## src/rtl/tcam_pkg.sv

```systemverilog
// Shared constants and types for the TCAM rule programming path.
// Holds the default geometry, the op encoding and the writer state encoding.
package tcam_pkg;

  function automatic int log2_res(input int n);
    int r;
    r = 1;
    while ((1 << r) < n) r = r + 1;
    return r;
  endfunction

  localparam int D_RULE_LEN  = 32;
  localparam int D_MAX_RULE  = 64;
  localparam int D_CHUNK_W   = 4;
  localparam int D_NUM_CHUNK = D_RULE_LEN / D_CHUNK_W;
  localparam int D_IDX_W     = log2_res(D_MAX_RULE);

  localparam logic OP_WRITE  = 1'b0;
  localparam logic OP_DELETE = 1'b1;

  typedef enum logic [1:0] {
    ST_IDLE,
    ST_WRITE,
    ST_DONE
  } state_t;

endpackage

```

## src/rtl/tcam_rule_writer_if.sv

```systemverilog
// Rule update request channel (valid/ready) into the TCAM rule writer.
// The master side is the control plane; the slave side is the writer.
interface tcam_rule_writer_if
  import tcam_pkg::*;
#(
  parameter int RULE_LEN = D_RULE_LEN,
  parameter int MAX_RULE = D_MAX_RULE
);
  localparam int IDX_W = log2_res(MAX_RULE);

  logic                req_valid;
  logic                req_ready;
  logic                req_op;
  logic [IDX_W-1:0]    req_rule_idx;
  logic [RULE_LEN-1:0] req_value;
  logic [RULE_LEN-1:0] req_mask;

  modport master (
    output req_valid,
    output req_op,
    output req_rule_idx,
    output req_value,
    output req_mask,
    input  req_ready
  );

  modport slave (
    input  req_valid,
    input  req_op,
    input  req_rule_idx,
    input  req_value,
    input  req_mask,
    output req_ready
  );

endinterface

```

## src/rtl/tcam_chunk_bitgen.sv

```systemverilog
// One LUTRAM data bit for one chunk: set when the address matches the
// rule slice on every cared-for bit, always clear for a delete.
module tcam_chunk_bitgen
  import tcam_pkg::*;
#(
  parameter int CHUNK_W = D_CHUNK_W
) (
  input  logic [CHUNK_W-1:0] addr,
  input  logic [CHUNK_W-1:0] value,
  input  logic [CHUNK_W-1:0] mask,
  input  logic               op,
  output logic               hit
);

  assign hit = (op == OP_WRITE) &&
               (((addr ^ value) & mask) == '0);

endmodule

```

## src/rtl/tcam_rule_writer.sv

```systemverilog
// Expands one rule update into a full sweep of chunk RAM writes and
// maintains the per-slot valid vector seen by the priority encoder.
module tcam_rule_writer
  import tcam_pkg::*;
#(
  parameter int RULE_LEN = D_RULE_LEN,
  parameter int MAX_RULE = D_MAX_RULE,
  parameter int CHUNK_W  = D_CHUNK_W
) (
  input  logic                 clk,
  input  logic                 rst,
  tcam_rule_writer_if.slave    req_if,
  output logic                 wr_en,
  output logic [CHUNK_W-1:0]   wr_addr,
  output logic [log2_res(MAX_RULE)-1:0] wr_rule,
  output logic [RULE_LEN/CHUNK_W-1:0]   wr_bits,
  output logic                 search_stall,
  output logic [MAX_RULE-1:0]  rule_valid,
  output logic                 done,
  output logic                 err
);

  localparam int NUM_CHUNK = RULE_LEN / CHUNK_W;
  localparam int IDX_W     = log2_res(MAX_RULE);

  localparam logic [CHUNK_W-1:0] ADDR_LAST = '1;
  localparam logic [IDX_W:0] MAX_V = (IDX_W+1)'(MAX_RULE);

  state_t              state;
  logic                op_q;
  logic [IDX_W-1:0]    idx_q;
  logic [RULE_LEN-1:0] value_q;
  logic [RULE_LEN-1:0] mask_q;

  logic [CHUNK_W-1:0]   nxt_addr;
  logic                 op_sel;
  logic [RULE_LEN-1:0]  value_sel;
  logic [RULE_LEN-1:0]  mask_sel;
  logic [NUM_CHUNK-1:0] bits;
  logic                 accept;
  logic                 oor;

  assign accept = req_if.req_valid && req_if.req_ready;
  assign oor    = {1'b0, req_if.req_rule_idx} >= MAX_V;

  // Bits are computed one address ahead so wr_bits can be registered.
  always_comb begin
    nxt_addr  = wr_addr + 1'b1;
    op_sel    = op_q;
    value_sel = value_q;
    mask_sel  = mask_q;
    if (state == ST_IDLE) begin
      nxt_addr  = '0;
      op_sel    = req_if.req_op;
      value_sel = req_if.req_value;
      mask_sel  = req_if.req_mask;
    end
  end

  for (genvar c = 0; c < NUM_CHUNK; c++) begin : g_chunk
    tcam_chunk_bitgen #(
      .CHUNK_W (CHUNK_W)
    ) u_bitgen (
      .addr  (nxt_addr),
      .value (value_sel[c*CHUNK_W +: CHUNK_W]),
      .mask  (mask_sel[c*CHUNK_W +: CHUNK_W]),
      .op    (op_sel),
      .hit   (bits[c])
    );
  end

  always_ff @(posedge clk) begin
    if (rst) begin
      state        <= ST_IDLE;
      op_q         <= OP_WRITE;
      idx_q        <= '0;
      value_q      <= '0;
      mask_q       <= '0;
      wr_en        <= 1'b0;
      wr_addr      <= '0;
      wr_rule      <= '0;
      wr_bits      <= '0;
      search_stall <= 1'b0;
      rule_valid   <= '0;
      done         <= 1'b0;
      err          <= 1'b0;
      req_if.req_ready <= 1'b1;
    end else begin
      unique case (1'b1)
        (state == ST_IDLE): begin
          done <= 1'b0;
          err  <= 1'b0;
          if (accept) begin
            op_q         <= req_if.req_op;
            idx_q        <= req_if.req_rule_idx;
            value_q      <= req_if.req_value;
            mask_q       <= req_if.req_mask;
            search_stall <= 1'b1;
            req_if.req_ready <= 1'b0;
            if (oor) begin
              state <= ST_DONE;
              done  <= 1'b1;
              err   <= 1'b1;
            end else begin
              state   <= ST_WRITE;
              wr_en   <= 1'b1;
              wr_addr <= nxt_addr;
              wr_rule <= req_if.req_rule_idx;
              wr_bits <= bits;
            end
          end
        end
        (state == ST_WRITE): begin
          if (wr_addr == ADDR_LAST) begin
            state   <= ST_DONE;
            wr_en   <= 1'b0;
            wr_bits <= '0;
            done    <= 1'b1;
            rule_valid[idx_q] <= (op_q == OP_WRITE);
          end else begin
            wr_addr <= nxt_addr;
            wr_bits <= bits;
          end
        end
        (state == ST_DONE): begin
          state        <= ST_IDLE;
          done         <= 1'b0;
          err          <= 1'b0;
          search_stall <= 1'b0;
          req_if.req_ready <= 1'b1;
        end
        default: begin
          state <= ST_IDLE;
        end
      endcase
    end
  end

endmodule

```

## src/flat_wrapper.sv

```systemverilog
// flat-port wrapper written by rule: the top's interface ports become plain ports
module tcam_rule_writer_flat import tcam_pkg::*;
#(
  parameter int RULE_LEN = D_RULE_LEN,
  parameter int MAX_RULE = D_MAX_RULE,
  parameter int CHUNK_W  = D_CHUNK_W
)
  (clk, rst, wr_en, wr_addr, wr_rule, wr_bits, search_stall, rule_valid, done, err, req_if_req_valid, req_if_req_op, req_if_req_rule_idx, req_if_req_value, req_if_req_mask, req_if_req_ready);
  tcam_rule_writer_if #(.RULE_LEN(RULE_LEN), .MAX_RULE(MAX_RULE)) req_if_i ();
  input  logic clk;
  input  logic rst;
  output logic wr_en;
  output logic [CHUNK_W-1:0] wr_addr;
  output logic [log2_res(MAX_RULE)-1:0] wr_rule;
  output logic [RULE_LEN/CHUNK_W-1:0] wr_bits;
  output logic search_stall;
  output logic [MAX_RULE-1:0] rule_valid;
  output logic done;
  output logic err;
  input wire logic [$bits(req_if_i.req_valid)-1:0] req_if_req_valid;
  input wire logic [$bits(req_if_i.req_op)-1:0] req_if_req_op;
  input wire logic [$bits(req_if_i.req_rule_idx)-1:0] req_if_req_rule_idx;
  input wire logic [$bits(req_if_i.req_value)-1:0] req_if_req_value;
  input wire logic [$bits(req_if_i.req_mask)-1:0] req_if_req_mask;
  output wire logic [$bits(req_if_i.req_ready)-1:0] req_if_req_ready;
  assign req_if_i.req_valid = req_if_req_valid;
  assign req_if_i.req_op = req_if_req_op;
  assign req_if_i.req_rule_idx = req_if_req_rule_idx;
  assign req_if_i.req_value = req_if_req_value;
  assign req_if_i.req_mask = req_if_req_mask;
  assign req_if_req_ready = req_if_i.req_ready;
  tcam_rule_writer #(.RULE_LEN(RULE_LEN), .MAX_RULE(MAX_RULE), .CHUNK_W(CHUNK_W)) u_core (.clk(clk), .rst(rst), .req_if(req_if_i), .wr_en(wr_en), .wr_addr(wr_addr), .wr_rule(wr_rule), .wr_bits(wr_bits), .search_stall(search_stall), .rule_valid(rule_valid), .done(done), .err(err));
endmodule
```

## config.mk

```make
export PLATFORM = sky130hd
export DESIGN_NAME = tcam_rule_writer_flat
export DESIGN_NICKNAME = d
export VERILOG_FILES = /design/src/rtl/tcam_pkg.sv /design/src/rtl/tcam_rule_writer_if.sv /design/src/rtl/tcam_chunk_bitgen.sv /design/src/rtl/tcam_rule_writer.sv /design/src/flat_wrapper.sv
export SDC_FILE = /design/constraint.sdc
export NUM_CORES = 1
export LEC_CHECK = 0
export CORE_UTILIZATION = 51
export DETAILED_ROUTE_END_ITERATION = 10
export PLACE_DENSITY = 0.81
export REMOVE_ABC_BUFFERS = 1
export SETUP_SLACK_MARGIN = 0.3
export SYNTH_ARGS = -nofsm -noshare
export SYNTH_HDL_FRONTEND = slang
export SYNTH_HIERARCHICAL = 1
export SYNTH_SLANG_ARGS = --single-unit
```

## constraint.sdc

```tcl
create_clock -name clk -period 2.7 [get_ports clk]
set_clock_uncertainty 0.1 [all_clocks]
set_input_delay 0.54 -clock clk [delete_from_list [all_inputs] [get_ports clk]]
set_output_delay 0.54 -clock clk [all_outputs]
set_load 0.02 [all_outputs]
```

Word level (Yosys, flattened, before mapping). Cells that the tools add are included. Widths: inputs -> output; s select.

Output and inout bits: 87. Logic and storage cells: 94. Flip-flop bits (word level): 153. Input port bits: 74.

Reduce and logical (&&, ||, !) cells: 31. Bitwise logic cells: 18. Magnitude comparators: 2. Add/subtract/negate cells: 1. Multiplexer cells: 24. Equality and inequality tests: 6.

Operator list (count): $bwmux 64 (1); $mux 32 (2); $and 4x4->4 (8); $logic_not 4->1 (8); $xor 4x4->4 (8); $mux 8 (2); $pmux 8 s2 (1); $mux 4 (3); $reduce_and 2->1 (6); $logic_and 1x1->1 (10); $pmux 1 s2 (4); $pmux 4 s2 (1); $lt 6x7->1 const B (1); $demux 1 s6 (1); $ge 6x1->1 const B (1); $mux 1 (6); $reduce_and 3->1 (2); $reduce_bool 2->1 (3); $add 4x1->4 const B (1); $eq 4x4->1 const B (1); $mux 2 (2); $ne 2x2->1 const B (2); $pmux 2 s2 (1); $eq 2x1->1 const B (1); other kinds (5) (6).

Longest topological paths before layout.
Word-level depth: 8. Depth in mapped cells: 10. Mapped depth without buffers: 8.

Modules after synthesis. Netlist, hierarchy kept.

Modules (own cells, without submodules): tcam_rule_writer (cells each 744, seq. area each 3062.9 µm², area an instance 6759.0 µm², instances 1); tcam_chunk_bitgen (cells each 7, seq. area each 0.0 µm², area an instance 56.3 µm², instances 8).

Worst setup path before layout. Ideal clock, no wire load.

Path kind: register -> register. Start point: register u_core.state[1]. End point: register u_core.wr_bits[0]. Data arrival time: 2126 ps. Clock period less this slack: 2298 ps. Stages on the path, launching flop included: 11. Path buffers: 3. Slack: 402 ps. Setup time: 72 ps. Required time: 2528 ps. Path through: dfxtp_1 buf_2 nor2_2 buf_4 buf_4 nor2_1 xor2_1 a222oi_1 and2_1 nand3_1 a21oi_1.

Cells in the longest elaborated chain, start to end: 8. Elaborated cells between the ends (all ways): 17. Classes of those cells: eq/ne (2); mux (7); bitwise (3); reduce/logical (5).

Ends and longest elaborated chain: start, declared (line tcam_rule_writer.sv:29) `state_t state;`; start signal, assigned (line tcam_rule_writer.sv:74) `state <= ST_IDLE;`; start signal, assigned (line tcam_rule_writer.sv:101) `state <= ST_DONE;`; start signal, assigned (line tcam_rule_writer.sv:105) `state <= ST_WRITE;`; $logic_not 2->1 (*) (line tcam_rule_writer.sv:52) `if (state == ST_IDLE) begin`; $mux 4 (*) (line tcam_rule_writer.sv:52); named net u_core.nxt_addr[0] (line tcam_rule_writer.sv:35) `logic [CHUNK_W-1:0] nxt_addr;`; $xor 4x4->4 (*) (line tcam_chunk_bitgen.sv:16) `(((addr ^ value) & mask) == '0);`; $and 4x4->4 (*) (line tcam_chunk_bitgen.sv:16); $logic_not 4->1 (*) (line tcam_chunk_bitgen.sv:16); $logic_and 1x1->1 (*) (line tcam_chunk_bitgen.sv:15) `assign hit = (op == OP_WRITE) &&`; named net u_core.bits[0] (line tcam_rule_writer.sv:39) `logic [NUM_CHUNK-1:0] bits;`; $mux 8 (on tied branches) (line tcam_rule_writer.sv:114, tcam_rule_writer.sv:93); $pmux 8 s2 (*) (line tcam_rule_writer.sv:89) `unique case (1'b1)`; end signal, assigned (line tcam_rule_writer.sv:109) `wr_bits <= bits;`; end signal, assigned (line tcam_rule_writer.sv:122) `wr_bits <= bits;`; end, declared (line tcam_rule_writer.sv:16) `output logic [RULE_LEN/CHUNK_W-1:0] wr_bits,`.

The timed path passes the listed nets; every way through them passes the cells marked *. The select of a mux whose other input is x is not followed. A chain may end at the register's enable or synchronous reset.

Final worst setup path.
Start point: register u_core.wr_addr[2]. End point: output port wr_addr[2].

RTL lines: start, declared (line tcam_rule_writer.sv:14) `output logic [CHUNK_W-1:0] wr_addr,`; start signal, assigned (line tcam_rule_writer.sv:107) `wr_addr <= nxt_addr;`; start signal, assigned (line tcam_rule_writer.sv:121) `wr_addr <= nxt_addr;`; end, declared (line flat_wrapper.sv:13) `output logic [CHUNK_W-1:0] wr_addr;`.

No word-level cell between the ends.

==> results.txt <==
The cell area after synthesis came out at 0.00721 mm². The critical path goes through clkdlybuf4s50_1. The worst voltage drop across the vdd grid is 0.000503 V. Static leakage power: 0.00340 µW.

The flow ran to the end, and the final reports show no timing, DRC or antenna violations. The later pin in the worst-skew pair is clocked with a latency of 430 ps. After detailed routing, the number of remaining DRC violations is 0. The tools report the sort of element at the end of the critical path as a primary output. Dominant combinational cell family by area after synthesis: compound AO/OA/AOI/OAI gates. The Yosys step of the flow raised 6 warnings.

Timing-limited maximum frequency: 429 MHz. The total grt overflow was 0; the number of sinks driven by the clock tree was 153. The highest cell delay on the worst timing path was 690 ps. TritonCTS built the clock tree. At the pin with the least slew margin, the transition time is 730 ps. The min-delay analysis places its worst path in the category input pin to flip-flop.

Synthesis instantiated 45 different standard cells from the library. The tools report the pre-CTS setup slack as 376 ps. The tools report the count of final hold-check violations as 0. The floorplan step defined a die boundary enclosing 0.0146 mm². The met1 usage in global routing is 35.1%, and the area share of the largest cell type after synthesis is 42.5%. The layer flagged by global routing as most heavily used is met2. The detail route stage leaves a number of antenna-violating nets equal to 0. The power per unit of standard cell area is 603 mW/mm². For the via count of the first global-routing pass, the log shows 6,274. A synthesized cell averages 9.01 µm².

The logs give 692 for the first-iteration detailed-routing DRC count and 5 for the number of detailed-routing iterations run before antenna repair. Summing the areas of all xor and xnor instances in the mapped netlist gives 4.01% of the synthesized area. The number of rows in the core area was 43; the complex-gate fraction of the synthesized area was 21.8%. After the flow finishes, the layout carries non-filler instances totaling 1,124.

Ranked by instance count, the synthesized netlist is headed by 153 x sky130_fd_sc_hd__dfxtp_1, 146 x sky130_fd_sc_hd__nand2_1, 92 x sky130_fd_sc_hd__a21oi_1. Of all flip-flops after synthesis, the portion carrying an async set or reset was 0%. The clock passes through at most 2 buffers. The number of synthesized register bits was 153; the weighted congestion at the end of routability-driven global placement was 0.809. The worst path meets setup with 371 ps of slack.

The simple logic cell fraction of the synthesized area was 14.0%; the count of flip-flops with a built-in enable after synthesis was 0. The area share of fa/ha/maj cells after synthesis is 0.174%. The initial utilization of the core area, before any placement, comes to 52.1%.

The most frequently used flop master after synthesis is sky130_fd_sc_hd__dfxtp_1. Clock tree synthesis selected as its root buffer the cell sky130_fd_sc_hd__clkbuf_16. CTS built an H-tree with a depth of 4. The routed wire length is 20.4 mm. In this run the cell area measured after placement is 0.00882 mm². The clock-pin transition on the worst setup and hold timing paths works out to 70 ps. The post-synthesis mux area share is 10.3%, and the horizontal die dimension is 121 µm. The run gives 6.81% as the met3 track utilization from global routing.

The run gives 17 as the number of buffers added by the clock tree synthesis step. The peak fanout along the critical path came out at 13. The cell family contributing the most delay on the critical path is buffers and inverters. For this run, global-route usage on met2 was measured as 46.9%. For the finished layout, the period the worst path requires is 2330 ps. The area growth from synthesis to layout was 31.1%. Setup repair after global routing left no endpoint under its margin. The logs give 28.0% for the global-route usage over all layers and 13.0 mm for the placed wire-length estimate. The number of placed instances, taps included, is 1,088. The run gives 0 as the final number of setup-violating endpoints.

The buffer and inverter count on the worst path is 1. Ranked by total cell area, the synthesized netlist is headed by sky130_fd_sc_hd__dfxtp_1 42%, sky130_fd_sc_hd__mux2_2 10%, sky130_fd_sc_hd__nand2_1 7.6%. Detailed routing inserted a total of 6,650 vias. Dividing the final minimum period by the clock period gives 86.2%. Entering global routing, the biggest net connects 142 pins. For the post-route standard cell area excluding fillers, the log shows 0.00945 mm². Summing the sequential cell areas from Yosys gives 42.5% of the chip area. The largest total area in the synthesized netlist belongs to sky130_fd_sc_hd__dfxtp_1. STA puts the critical path data arrival time at 1690 ps. The critical path is of the flip-flop to primary output type.

The number of max-slew violations in the final report came out at 0. Dividing the detail-routed wire length by the instance count gives 18.1 µm. The filler cell count is 1,089, and the boundary pin count is 161. The standard cell with the maximum stage delay on the critical path is sky130_fd_sc_hd__clkdlybuf4s50_1. The first-pass GRT wire length was 31.9 mm.

The kind of start point of the critical path is a flip-flop. Data on the critical path is required at its endpoint by 2060 ps. The total area inside the core boundary comes to 0.0138 mm². The mean number of vias per cell was 5.92; the number of antenna violations at the first check in global routing was 0.

The die extent in y was 121 µm; the number of nets in the layout was 1,005. The number of port buffers is 159, and the number of standard cells after synthesis is 800. In the post-synthesis netlist, the cell with the most instances is sky130_fd_sc_hd__dfxtp_1. The tool flagged a number of max-cap violations equal to 0.

The share of cells above drive strength 1 was 15.2%; the worst slew margin relative to its limit was 51.3%.
[where the power goes]
group / total, µW / internal (µW) / switching [µW]
combinational: 850 / 420 / 430
sequential: 2400 / 2350 / 55.2
clock: 2450 / 1410 / 1040
total: 5700 / 4180 / 1530
[path summary, 6_finish.rpt]
check	startpoint	endpoint	slack [ps]	depth (start not counted)
min	rst	u_core/req_if.req_ready	330	3
max reg2reg	u_core/state[0]	u_core/wr_bits[6]	490	8
max	u_core/wr_addr[2]	wr_addr[2]	370	1
min reg2reg	u_core/value_q[7]	u_core/value_q[7]	350	2
[through the flow]
stage               hold slack [ps]  util [%]  power, µW  setup TNS (ps)
global route                    323      68.3       5900               0
finish                          327      68.4       5700               0
floorplan                       328         -       2910          -15770
CTS                             311      68.2       5710               0
global placement                340      63.8       3270               0
detailed placement              344      63.8       3280               0
[flip-flops by register name, summed over array words and instances (netlist names), 2 cells and up]
signal / count
u_core/wr_addr: 4
u_core/mask_q: 32
u_core/wr_bits: 8
u_core/rule_valid: 64
u_core/state: 2
u_core/idx_q: 6
u_core/value_q: 32
[timing repair]
item / 4_1_cts / 5_1_grt
hold buffers: 0 / 0
hold endpoints to repair: 0 / 0
buffers inserted: 0 / 3
gates resized for setup: 0 / 1
endpoints found under the setup margin: 0 / 6
[cell type report]
| cell class | count | area, µm² | area share [%] |
|---|---|---|---|
| Antenna cell | 1 | 2.50 | 0.0265 |
| Tap cell | 180 | 225 | 2.38 |
| Timing Repair Buffer | 190 | 1900 | 20.1 |
| Inverter | 3 | 11.3 | 0.119 |
| Sequential cell | 153 | 3060 | 32.4 |
| Clock inverter | 14 | 161 | 1.71 |
| Multi-Input combinational cell | 565 | 3650 | 38.6 |
| Clock buffer | 18 | 439 | 4.65 |
[cells in the final DEF, fill, tap and decap left out, types with 17 or more instances in the layout]
cell                              instances
sky130_fd_sc_hd__xor2_1                  32
sky130_fd_sc_hd__a211oi_1                61
sky130_fd_sc_hd__buf_4                   26
sky130_fd_sc_hd__a21oi_1                 92
sky130_fd_sc_hd__clkbuf_16               17
sky130_fd_sc_hd__a31oi_1                 65
sky130_fd_sc_hd__mux2_2                  65
sky130_fd_sc_hd__nand2_1                146
sky130_fd_sc_hd__dfxtp_1                153
sky130_fd_sc_hd__clkdlybuf4s50_1        158
[per-layer routing]
metal | vias up | routed length (µm)
met1 | 3155 | 8370
met2 | 309 | 9900
met5 | - | 0
met4 | 0 | 416
met3 | 39 | 1700
li1 | 3147 | -
[cells by family after synthesis]
logic type	count (synthesis)
AOI/OAI and AO/OA	249
xor gates and xnor gates	33
adders and majority gates	1
buffers and inverters	82
DFF	153
muxes	66
other	1
and+or+nand+nor	215
No activity file was read; power rests on OpenSTA's default activity.
